**src/rtl/song_pkg.sv**
```systemverilog
// Shared types, constants and helpers for the song-table sequencer.
// The ROM word layout is {duration[15:8], note[7:0]}.
package song_pkg;

   typedef enum logic [2:0] {IDLE, FETCH, LOAD, PLAY, GAP, DONE} state_t;

   localparam int HP_W = 22;
   localparam logic [7:0] REST_NOTE = 8'd0;
   localparam logic [7:0] END_DUR   = 8'd0;

   // Half-periods (50 MHz clocks) for notes 0..11; higher octaves are right shifts.
   localparam logic [HP_W-1:0] BASE_HALF_PERIOD [12] = '{
      22'd3057805, 22'd2886184, 22'd2724195, 22'd2571298,
      22'd2426982, 22'd2290766, 22'd2162195, 22'd2040840,
      22'd1926297, 22'd1818182, 22'd1716135, 22'd1619816
   };

   function automatic logic [7:0] word_dur(input logic [15:0] word);
      return word[15:8];
   endfunction

   function automatic logic [7:0] word_note(input logic [15:0] word);
      return word[7:0];
   endfunction

   function automatic logic [HP_W-1:0] note_half_period(input logic [7:0] note,
                                                        input int unsigned shift);
      logic [3:0] semi;
      logic [3:0] oct;
      semi = 4'(note % 8'd12);
      oct  = 4'(note / 8'd12);
      return (BASE_HALF_PERIOD[semi] >> oct) >> shift;
   endfunction

endpackage

```
**src/rtl/song_player_tone_gen.sv**
```systemverilog
// Square-wave generator: toggles every half_period clocks while enabled,
// otherwise drives 0. A zero half-period means silence.
module tone_gen
   import song_pkg::*;
(
   input  logic            clk,
   input  logic            rst_n,
   input  logic            clear,
   input  logic            enable,
   input  logic [HP_W-1:0] half_period,
   output logic            tone
);

   logic [HP_W-1:0] cnt_reg;
   logic            tone_reg;

   always_ff @(posedge clk or negedge rst_n) begin
      if (!rst_n) begin
         cnt_reg  <= '0;
         tone_reg <= 1'b0;
      end else if (clear) begin
         cnt_reg  <= '0;
         tone_reg <= 1'b0;
      end else if (enable && half_period != '0) begin
         if (cnt_reg >= half_period - 1'b1) begin
            cnt_reg  <= '0;
            tone_reg <= ~tone_reg;
         end else begin
            cnt_reg <= cnt_reg + 1'b1;
         end
      end else begin
         tone_reg <= 1'b0;
      end
   end

   assign tone = tone_reg;

endmodule

```
**src/rtl/song_player.sv**
```systemverilog
// Walks a song ROM from START_ADDR to END_ADDR, holding each entry for
// dur*TICK_CYCLES clocks (tone, then a silent gap) and driving a square wave.
module song_player
   import song_pkg::*;
#(
   parameter int unsigned START_ADDR  = 14,
   parameter int unsigned END_ADDR    = 270,
   parameter int unsigned TICK_CYCLES = 6_250_000,
   parameter int unsigned GAP_CYCLES  = 250_000,
   parameter int unsigned PITCH_SHIFT = 0
)(
   input  logic        clk,
   input  logic        rst_n,
   input  logic        start,
   input  logic        stop,
   input  logic        loop,
   input  logic [15:0] rom_data,
   output logic [9:0]  rom_addr,
   output logic        tone,
   output logic        busy,
   output logic        note_strobe,
   output logic [7:0]  cur_note,
   output logic        done
);

   localparam logic [9:0]  START_A = 10'(START_ADDR);
   localparam logic [9:0]  END_A   = 10'(END_ADDR);
   localparam logic [31:0] TICK_W  = 32'(TICK_CYCLES);
   localparam logic [31:0] GAP_W   = 32'(GAP_CYCLES);

   state_t          state_reg, state_next;
   logic [9:0]      addr_reg, addr_next;
   logic [31:0]     cnt_reg, cnt_next;
   logic [7:0]      note_reg, note_next;
   logic            strobe_reg, strobe_next;
   logic            done_reg, done_next;
   logic [7:0]      dur;
   logic [31:0]     play_len;
   logic            tone_clear;
   logic            tone_enable;
   logic [HP_W-1:0] hp;

   assign dur      = word_dur(rom_data);
   assign play_len = 32'(dur) * TICK_W - GAP_W;

   always_ff @(posedge clk or negedge rst_n) begin
      if (!rst_n) begin
         state_reg  <= IDLE;
         addr_reg   <= START_A;
         cnt_reg    <= '0;
         note_reg   <= '0;
         strobe_reg <= 1'b0;
         done_reg   <= 1'b0;
      end else begin
         state_reg  <= state_next;
         addr_reg   <= addr_next;
         cnt_reg    <= cnt_next;
         note_reg   <= note_next;
         strobe_reg <= strobe_next;
         done_reg   <= done_next;
      end
   end

   always_comb begin
      state_next  = state_reg;
      addr_next   = addr_reg;
      cnt_next    = cnt_reg;
      note_next   = note_reg;
      strobe_next = 1'b0;
      done_next   = 1'b0;
      tone_clear  = 1'b0;
      case (state_reg)
         IDLE, DONE: begin
            if (start) begin
               state_next = FETCH;
               addr_next  = START_A;
            end
         end
         FETCH: state_next = LOAD;
         LOAD: begin
            tone_clear = 1'b1;
            if (dur == END_DUR) begin
               if (loop) begin
                  addr_next  = START_A;
                  state_next = FETCH;
               end else begin
                  state_next = DONE;
                  done_next  = 1'b1;
               end
            end else begin
               note_next   = word_note(rom_data);
               strobe_next = 1'b1;
               cnt_next    = play_len;
               state_next  = PLAY;
            end
         end
         PLAY: begin
            if (cnt_reg <= 32'd1) begin
               cnt_next   = GAP_W;
               state_next = GAP;
            end else begin
               cnt_next = cnt_reg - 32'd1;
            end
         end
         GAP: begin
            if (cnt_reg > 32'd1) begin
               cnt_next = cnt_reg - 32'd1;
            end else if (addr_reg != END_A) begin
               addr_next  = addr_reg + 10'd1;
               state_next = FETCH;
            end else if (loop) begin
               addr_next  = START_A;
               state_next = FETCH;
            end else begin
               state_next = DONE;
               done_next  = 1'b1;
            end
         end
         default: state_next = IDLE;
      endcase
      // Abort overrides everything decided above.
      if (stop) begin
         state_next  = IDLE;
         addr_next   = addr_reg;
         cnt_next    = cnt_reg;
         note_next   = note_reg;
         strobe_next = 1'b0;
         done_next   = 1'b0;
         tone_clear  = 1'b0;
      end
   end

   // Enabling only while PLAY continues makes the registered tone read 0 in GAP/IDLE.
   assign tone_enable = (state_reg == PLAY) && (state_next == PLAY);
   assign hp = (note_reg == REST_NOTE) ? '0 : note_half_period(note_reg, PITCH_SHIFT);

   tone_gen u_tone_gen (
      .clk         (clk),
      .rst_n       (rst_n),
      .clear       (tone_clear),
      .enable      (tone_enable),
      .half_period (hp),
      .tone        (tone)
   );

   assign rom_addr    = addr_reg;
   assign busy        = (state_reg == FETCH) || (state_reg == LOAD) ||
                        (state_reg == PLAY)  || (state_reg == GAP);
   assign note_strobe = strobe_reg;
   assign cur_note    = note_reg;
   assign done        = done_reg;

endmodule

```
**config.mk**
```make
export PLATFORM = sky130hd
export DESIGN_NAME = song_player
export DESIGN_NICKNAME = d
export VERILOG_FILES = /design/src/rtl/song_pkg.sv /design/src/rtl/song_player_tone_gen.sv /design/src/rtl/song_player.sv
export SDC_FILE = /design/constraint.sdc
export NUM_CORES = 1
export LEC_CHECK = 0
export CAP_MARGIN = 25
export CORE_MARGIN = 4
export CORE_UTILIZATION = 50
export CTS_CLUSTER_SIZE = 20
export DETAILED_ROUTE_END_ITERATION = 16
export PLACE_DENSITY = 0.68
export SLEW_MARGIN = 20
export SYNTH_ARGS = -nofsm -noshare
export SYNTH_HDL_FRONTEND = slang
export SYNTH_HIERARCHICAL = 1
export SYNTH_SLANG_ARGS = --single-unit
```
**constraint.sdc**
```tcl
create_clock -name clk -period 10.35 [get_ports clk]
set_clock_uncertainty 0.1 [all_clocks]
set_input_delay 2.07 -clock clk [delete_from_list [all_inputs] [get_ports clk]]
set_output_delay 2.07 -clock clk [all_outputs]
set_load 0.03 [all_outputs]
```
# Word level (Yosys, flattened, before mapping)
# Memory sizes are Yosys's and may differ from the RTL's.
# Cells that the tools add are included.
dict set report classes {
  n_bitwise 4
  n_div 2
  muxes 38
  mul 1
  magnitude_cmp 4
  n_eq_ne 13
  n_shift 1
  n_addsub 5
  n_reduce_logical 16
}
# operator n
set op_table {}
lappend op_table {{$mux W22} 6}
lappend op_table {{$mux W32} 3}
lappend op_table {{$pmux W32 S3} 1}
lappend op_table {{$mux W10} 5}
lappend op_table {{$gt A32 B1 Y1 const B} 1}
lappend op_table {{$le A32 B1 Y1 const B} 1}
lappend op_table {{$sub A31 B18 Y32 const B} 1}
lappend op_table {{$sub A32 B1 Y32 const B} 1}
lappend op_table {{$pmux W10 S3} 1}
lappend op_table {{$mul A8 B19 Y27 const B} 1}
lappend op_table {{$add A22 B1 Y22 const B} 1}
lappend op_table {{$ge A22 B22 Y1} 1}
lappend op_table {{$reduce_bool A22 Y1} 1}
lappend op_table {{$shr A22 B4 Y22} 1}
lappend op_table {{$sub A22 B1 Y22 const B} 1}
lappend op_table {{$mux W3} 7}
lappend op_table {{$logic_not A8 Y1} 2}
lappend op_table {{$pmux W3 S5} 1}
lappend op_table {{$mux W1} 13}
lappend op_table {{$add A10 B1 Y10 const B} 1}
lappend op_table {{$ne A10 B9 Y1 const B} 1}
lappend op_table {{$ne A2 B2 Y1 const B} 5}
lappend op_table {{$eq A3 B2 Y1 const B} 3}
lappend op_table {{$div A8 B4 Y8 const B} 1}
lappend op_table {{other kinds (17)} 24}
dict set report totals {
  output_inout_bits 22
  memories 1
  input_bits 21
  regBits 78
  rom_bits 352
}
# memory depth word_bits read_ports rd_ports_with_merged_regs write_ports line
set mem_list {}
lappend mem_list {{(name not given)} 16 22 1 0 0 song_pkg.sv:32} ;# return (BASE_HALF_PERIOD[semi] >> oct) >> shift;

# Longest topological paths before layout
# Gate-level depths: netlist of run 1.
dict set report depth {
  word_depth 12
  depth_mapped 29
}

# Modules after synthesis
# The synthesis of run 1 kept the hierarchy.
# mod instances seq_area_each_um2 cells_per_inst area_each_um2
set modules_own_cells {}
lappend modules_own_cells {song_player 1 1380.1 1053 8202.9}
lappend modules_own_cells {tone_gen 1 575.6 286 2323.5}

# Worst setup path before layout of run 1
# Ideal clock, no wire load.
dict set report synth_timing {
  kind {input port to flip-flop}
  start {in rom_data[13]}
  end {reg, netlist name cnt_reg[29]}
  stages 16
  required_time_ps 10118
  slack_ps 3562
  setup_ps 132
  n_path_buf 0
  t_arrival_ps 6556
  path_cell_list {fa_1 > inv_1 > fa_1 > fa_1 > inv_1 > fa_1 > ha_1 > or3_1 > a221oi_2 > nor2_1 > xnor2_1 > nor3b_2 > nand3_1 > nor4b_2 > xnor2_1 > o21ai_1}
}
# item line
set synth_rtl {}
lappend synth_rtl {{from (decl)} song_player.sv:17} ;# input logic [15:0] rom_data,

==> results of run 1 <==
[cell families after synthesis]
logic type	share of synthesized area [%]
XOR/XNOR	5.49
AO/OA/AOI/OAI	25.3
buffers and inverters	6.00
multiplexers	1.56
adder cells (fa/ha/maj)	18.3
flip-flops	18.6
AND/OR/NAND/NOR	24.9
[cell type report]
class,instances,area share (%)
repair buffers,52,4.39
flip-flops and latches,78,17.2
clock buffers,9,1.98
inverters,84,2.77
clock inverters,7,0.703
multi-input cells,1116,70.0
well taps,270,2.97
[final timing paths]
check / slack, ns / startpoint / to
max in group asynchronous: 7.94 / rst_n / cur_note[4]
setup reg to reg: 2.87 / cur_note[4] / u_tone_gen/cnt_reg[5]
min in group asynchronous: 1.61 / rst_n / u_tone_gen/cnt_reg[16]
setup / recovery: 2.76 / rom_data[13] / cnt_reg[29]
hold reg to reg: 0.40 / u_tone_gen/cnt_reg[21] / u_tone_gen/cnt_reg[21]
hold / removal: 0.40 / u_tone_gen/cnt_reg[21] / u_tone_gen/cnt_reg[21]
[routing by layer]
metal / GRT usage (%) / up-vias / wire length, µm
met5: 0 / - / 0
li1: - / 4975 / -
met3: 2.35 / 47 / 1150
met4: 6.07 / 0 / 532
met2: 39.7 / 276 / 13500
met1: 31.3 / 4857 / 12400
[worst register-to-register path, delay by kind of cell (launching register included)]
kind | cells | cell delay, ns
AOI/OAI and AO/OA | 9 | 2.17
xor gates and xnor gates | 1 | 0.16
buffers and inverters | 2 | 0.51
DFF | 1 | 0.85
adders and majority gates | 1 | 0.27
and+or+nand+nor | 10 | 3.12
muxes | 1 | 0.22
[metrics by stage]
step                      hold slack (ns)  util, %  area (µm²)
after global routing                0.436     55.6       11400
after global placement              0.370     54.0       11100
final                               0.397     55.6       11400
after CTS                           0.403     55.5       11400
after detailed placement            0.373     54.1       11100
after floorplan                     0.348        -       10500
[placed cells by master, fill, tap and decap left out, types with 12 or more instances in the layout]
cell and count:
a31oi_1 29, dfrtp_1 75, nand2_1 132, a21o_1 15, xnor2_1 44, nor2_1 108
nand4_1 34, nor2b_1 14, nand2b_1 12, o22ai_1 13, a21oi_1 83, o21ai_0 40
inv_1 84, fa_1 41, nor4_1 18, or3_1 12, o211ai_1 12, o221ai_1 12
ha_1 88, mux2i_1 13, nand3_1 63, o21ai_1 58, xor2_1 22, nor3_1 47
clkdlybuf4s50_1 41
==> metrics.cfg, run 1 <==
[sta]
relSlewSlack_pct = 39.1
max_freq_ghz = 0.132
rsz0062_at_grt = false
setup_ws_ns = 2.76
period_share_pct = 73.3
period_minus_slack_ns = 7.59
tightest_slew_ns = 0.905
finalSetupTns_ns = 0
setup_violations = 0
finalMaxSlewViolations = 0
hold_viol = 0

[setup_path]
crit_fanout = 8
worstSetupStartpointType = primary input
cp.depth = 17
crit_arrival_ns = 7.70
reg2reg_depth = 24
cp_top_family = adder cells
cpPeakStageDelay_ns = 0.64
crit_slowest_cell = fa_1
crit_top_cell = fa_1
path_cells = clkdlybuf4s50_1, fa_1, inv_1, fa_1, fa_1, inv_1, fa_1, ha_1, or3_1, a221oi_2, nor2_1, xnor2_1, nor3b_2, nand3_1, nor4b_2, xnor2_1, o21ai_1
crit_buf_inv = 3
cp.required_ns = 10.46
crit_type = primary input to flip-flop
crit_path_end_kind = flip-flop

[flow_run]
cap_violations = 0

[clock_network]
worst_skew_pair.late_latency_ns = 0.34
cts-root-buf = clkbuf_16
cts_resized = 0
clk_pin_slew_ns = 0.07
numCtsBuffers = 9
cts_buffer_depth = 2
htree_levels = 3
cts-hold-fix-buffers = 0
post_cts_buffers = 0
cts_tree = yes
cts_sinks = 78

[logic_synthesis]
yosysSeqAreaShare_pct = 18.6
yosys.area.top_type_share_pct = 17.8
syn-num-nets = 1489
ys_ff_latch = 78
yosysMostFrequentCell = nand2_1
synth.distinct_cells = 99
synth_common_cells = nand2_1, nor2_1, ha_1
synthArstFlopShare_pct = 100
ys_top_cells_by_area = dfrtp_1, ha_1, fa_1, nand2_1, a21oi_1
syn_area_mm2 = 0.0105
synth_area_leader_cell = dfrtp_1
synth_cells = 1339
synth_top_flop_cell = dfrtp_1
ys_warn_count = 6
synth_edf_count = 0
syn_avg_cell_area_um2 = 7.86

[floorplan]
rows = 52
start_util_pct = 51.4
core_mm2 = 0.0205
die_area_mm2 = 0.0234
die_x_um = 153
die_h_um = 153
io_pins = 43

[detailed_routing]
drt_first_pass_iters = 5
avgRoutedWirePerCell_um = 17.0
drtAntennaViolNets = 0
drt_iter0_markers = 847
avgViaCountPerCell = 6.28
wirelength_um = 27500
num_vias = 10200
drc = 0

[global_routing]
grt_antenna_before_repair = 0
grt_pass1_wl_um = 46600
grt_max_degree = 79
grt_pass1_vias = 9544
grt.overflow.total = 0
grt_usage_pct = 23.2

[place]
portBuffers = 42
post-place-ws_ns = 2.45
gp_congestion = 0.964
place_inst = 1600
hpwl_um = 21200

[run_status]
status = finished clean

[layout]
multi_input_area_mm2 = 0.00797
register_area_mm2 = 0.00196
fin_cells = 1616
final_nets = 1491
num-fill-cells = 1946
area_growth_pct = 8.19
antenna_cells = 0
largest_reg_flops = 32
layout-drive-gt1-share_pct = 5.79

[min_path]
min_path_type = flip-flop to flip-flop
hold_depth = 1

Power of run 1 is not shown: default switching activity piles up to over one toggle a cycle in this logic, so the estimate is an artifact.
==> run 2, diff against run 1 <==
Settings changed: PLACE_DENSITY 0.68 to 0.7.
Clock period 10.35 ns to 6.6 ns, I/O delays scaled along.
==> run 2 against run 1 <==
Against the previous run: worst hold slack gained 0.00088 ns; highest routed layer unchanged; sequential share of layout area shrank 1.4 points; critical endpoint is now u_tone_gen/tone; sequential cell count is the same; non-clock buffer count increased by 88; count of clock-buffer cells in the layout unchanged; setup slack got worse by 2.6 ns; first-iteration DRC count increased by 7.1%; register-to-register slack got worse by 2.7 ns.
==> metrics.cfg, run 2 (synthesized netlist as in run 1, its figures left out) <==
[run_status]
status = finished clean

[global_routing]
grt_pass1_vias = 9866  ; +3.4%
grt.overflow.total = 0  ; unchanged
grt_pass1_wl_um = 47800  ; +2.6%
grt_max_degree = 79  ; unchanged
grt_antenna_before_repair = 0  ; unchanged
grt_usage_pct = 23.7  ; +0.59 points

[min_path]
worstHoldStart = cnt_reg[28]
min_path_type = flip-flop to flip-flop
hold_depth = 2  ; +1
whs_endpoint = cnt_reg[28]

[floorplan]
core_mm2 = 0.0205  ; unchanged
die_x_um = 153  ; unchanged
io_pins = 43  ; unchanged
die_area_mm2 = 0.0234  ; unchanged
rows = 52  ; unchanged
start_util_pct = 51.4  ; unchanged
die_h_um = 153  ; unchanged

[setup_path]
cpPeakStageDelay_ns = 0.58  ; -0.06 ns
r2r_end = u_tone_gen/tone
crit_arrival_ns = 6.54  ; -1.16 ns
crit_type = flip-flop to flip-flop
cp_top_family = simple AND/OR/NAND/NOR gates
r2r-start = cur_note[4]
cp.required_ns = 6.75  ; -3.71 ns
r2r_setup_slack_ns = 0.21  ; -2.66 ns
crit_fanout = 12  ; +4
worstSetupStartpointType = flip-flop
crit_slowest_cell = or4_4
crit_top_cell = buf_4
crit_path_end_kind = flip-flop
crit_buf_inv = 5  ; +2
reg2reg_depth = 27  ; +13%

[layout]
antenna_cells = 0  ; unchanged
layout_common_cells = nand2_1, nor2_1, buf_4
area_growth_pct = 17.8
final_nets = 1582  ; +6.1%
largest_reg_flops = 32  ; unchanged
layout-drive-gt1-share_pct = 14.5  ; +8.7 points
layout_commonest_cell = nand2_1
final_util_pct = 60.5  ; +5.0 points

[clock_network]
numCtsBuffers = 9  ; unchanged
cts_tree = yes
cts-hold-fix-buffers = 0  ; unchanged
clk_pin_slew_ns = 0.07  ; about the same
htree_levels = 3  ; unchanged
cts-root-buf = clkbuf_16
cts_buffer_depth = 2  ; unchanged
cts_sinks = 78  ; unchanged
worst_skew_pair.late_latency_ns = 0.35  ; about the same

[sta]
finalSetupTns_ns = 0  ; unchanged
tightest_slew_ns = 0.857  ; -0.0480 ns
setup_ws_ns = 0.212  ; -2.55 ns
finalMaxSlewViolations = 0  ; unchanged
max_freq_ghz = 0.157
setup_violations = 0  ; unchanged
hold_viol = 0  ; unchanged
period_share_pct = 96.8
fin_hold_ws_ns = 0.398  ; +0.000879 ns
period_minus_slack_ns = 6.39
relSlewSlack_pct = 42.3  ; +3.2 points

[detailed_routing]
avgRoutedWirePerCell_um = 17.1  ; +0.62%
drtAntennaViolNets = 0  ; unchanged
avgViaCountPerCell = 6.22  ; -1.1%
drt_first_pass_iters = 5  ; unchanged
num_vias = 10600  ; +4.5%
wirelength_um = 29300  ; +6.3%
drc = 0  ; unchanged
drt_iter0_markers = 907  ; +7.1%

[place]
post-place-ws_ns = -0.0377  ; -2.49 ns
gp_congestion = 0.955  ; -0.87%
portBuffers = 42  ; unchanged
hpwl_um = 22200  ; +4.6%

[flow_run]
cap_violations = 0  ; unchanged

-- run 2: how the worst max path moves through the flow --
stage,slack [ns],cells after the start,endpoint,from
3_3_place_gp,0.04,17,cnt_reg[29],rom_data[13]
6_report,0.21,27,u_tone_gen/tone,cur_note[4]
2_1_floorplan,0.20,26,u_tone_gen/cnt_reg[15],cur_note[4]
3_5_place_dp,-0.04,18,cnt_reg[30],rom_data[12]
5_1_grt,-0.02,27,u_tone_gen/cnt_reg[9],cur_note[4]
4_1_cts,0.05,23,u_tone_gen/tone,cur_note[5]
-- run 2: worst reg2reg max path, cell delays in order, from the launching register on --
cell       delay [ns]
dfrtp_1          0.43
buf_4            0.20
nor4bb_1         0.15
o21a_1           0.22
o31a_1           0.34
buf_4            0.17
buf_4            0.13
o21ai_0          0.37
nand2_1          0.13
o31ai_2          0.11
a32oi_1          0.25
nand2_1          0.15
o211ai_1         0.14
or4_4            0.58
or3_2            0.47
nor3_4           0.23
nand2b_4         0.10
nor4_2           0.25
xnor2_1          0.10
ha_1             0.31
nand4_1          0.15
nor3_2           0.24
a22o_1           0.20
a311oi_4         0.06
buf_6            0.17
clkbuf_16        0.16
a21o_1           0.15
a211oi_1         0.22
-- run 2: layout make-up --
class / instances / area (µm²)
Clock inverter: 7 / 103
Multi-Input combinational cell: 1119 / 8250
Fill cell: 1832 / 8090
Sequential cell: 78 / 1960
Clock buffer: 9 / 225
Tap cell: 270 / 338
Timing Repair Buffer: 140 / 1210
Inverter: 84 / 315
-- run 2: through the flow --
step | area, µm² | std cells
finish | 12400 | 1707
detailed placement | 11700 | 1676
global route | 12400 | 1707
global placement | 11700 | 1676
floorplan | 10500 | 1339
CTS | 12000 | 1692
-- run 2: what timing repair did --
action	CTS	global route
setup endpoints to repair	0	23
resized for setup	0	54
buffers inserted	0	11
-- run 2: layer usage --
metal	part of all wire (%)	track usage, %	vias to the layer above
met1	44	32.1	5049
met4	2.0	6.28	0
met5	0	0	-
li1	-	-	5177
met3	4.7	2.09	59
met2	49	41.0	328
Power of run 2 is left out for the same reason.
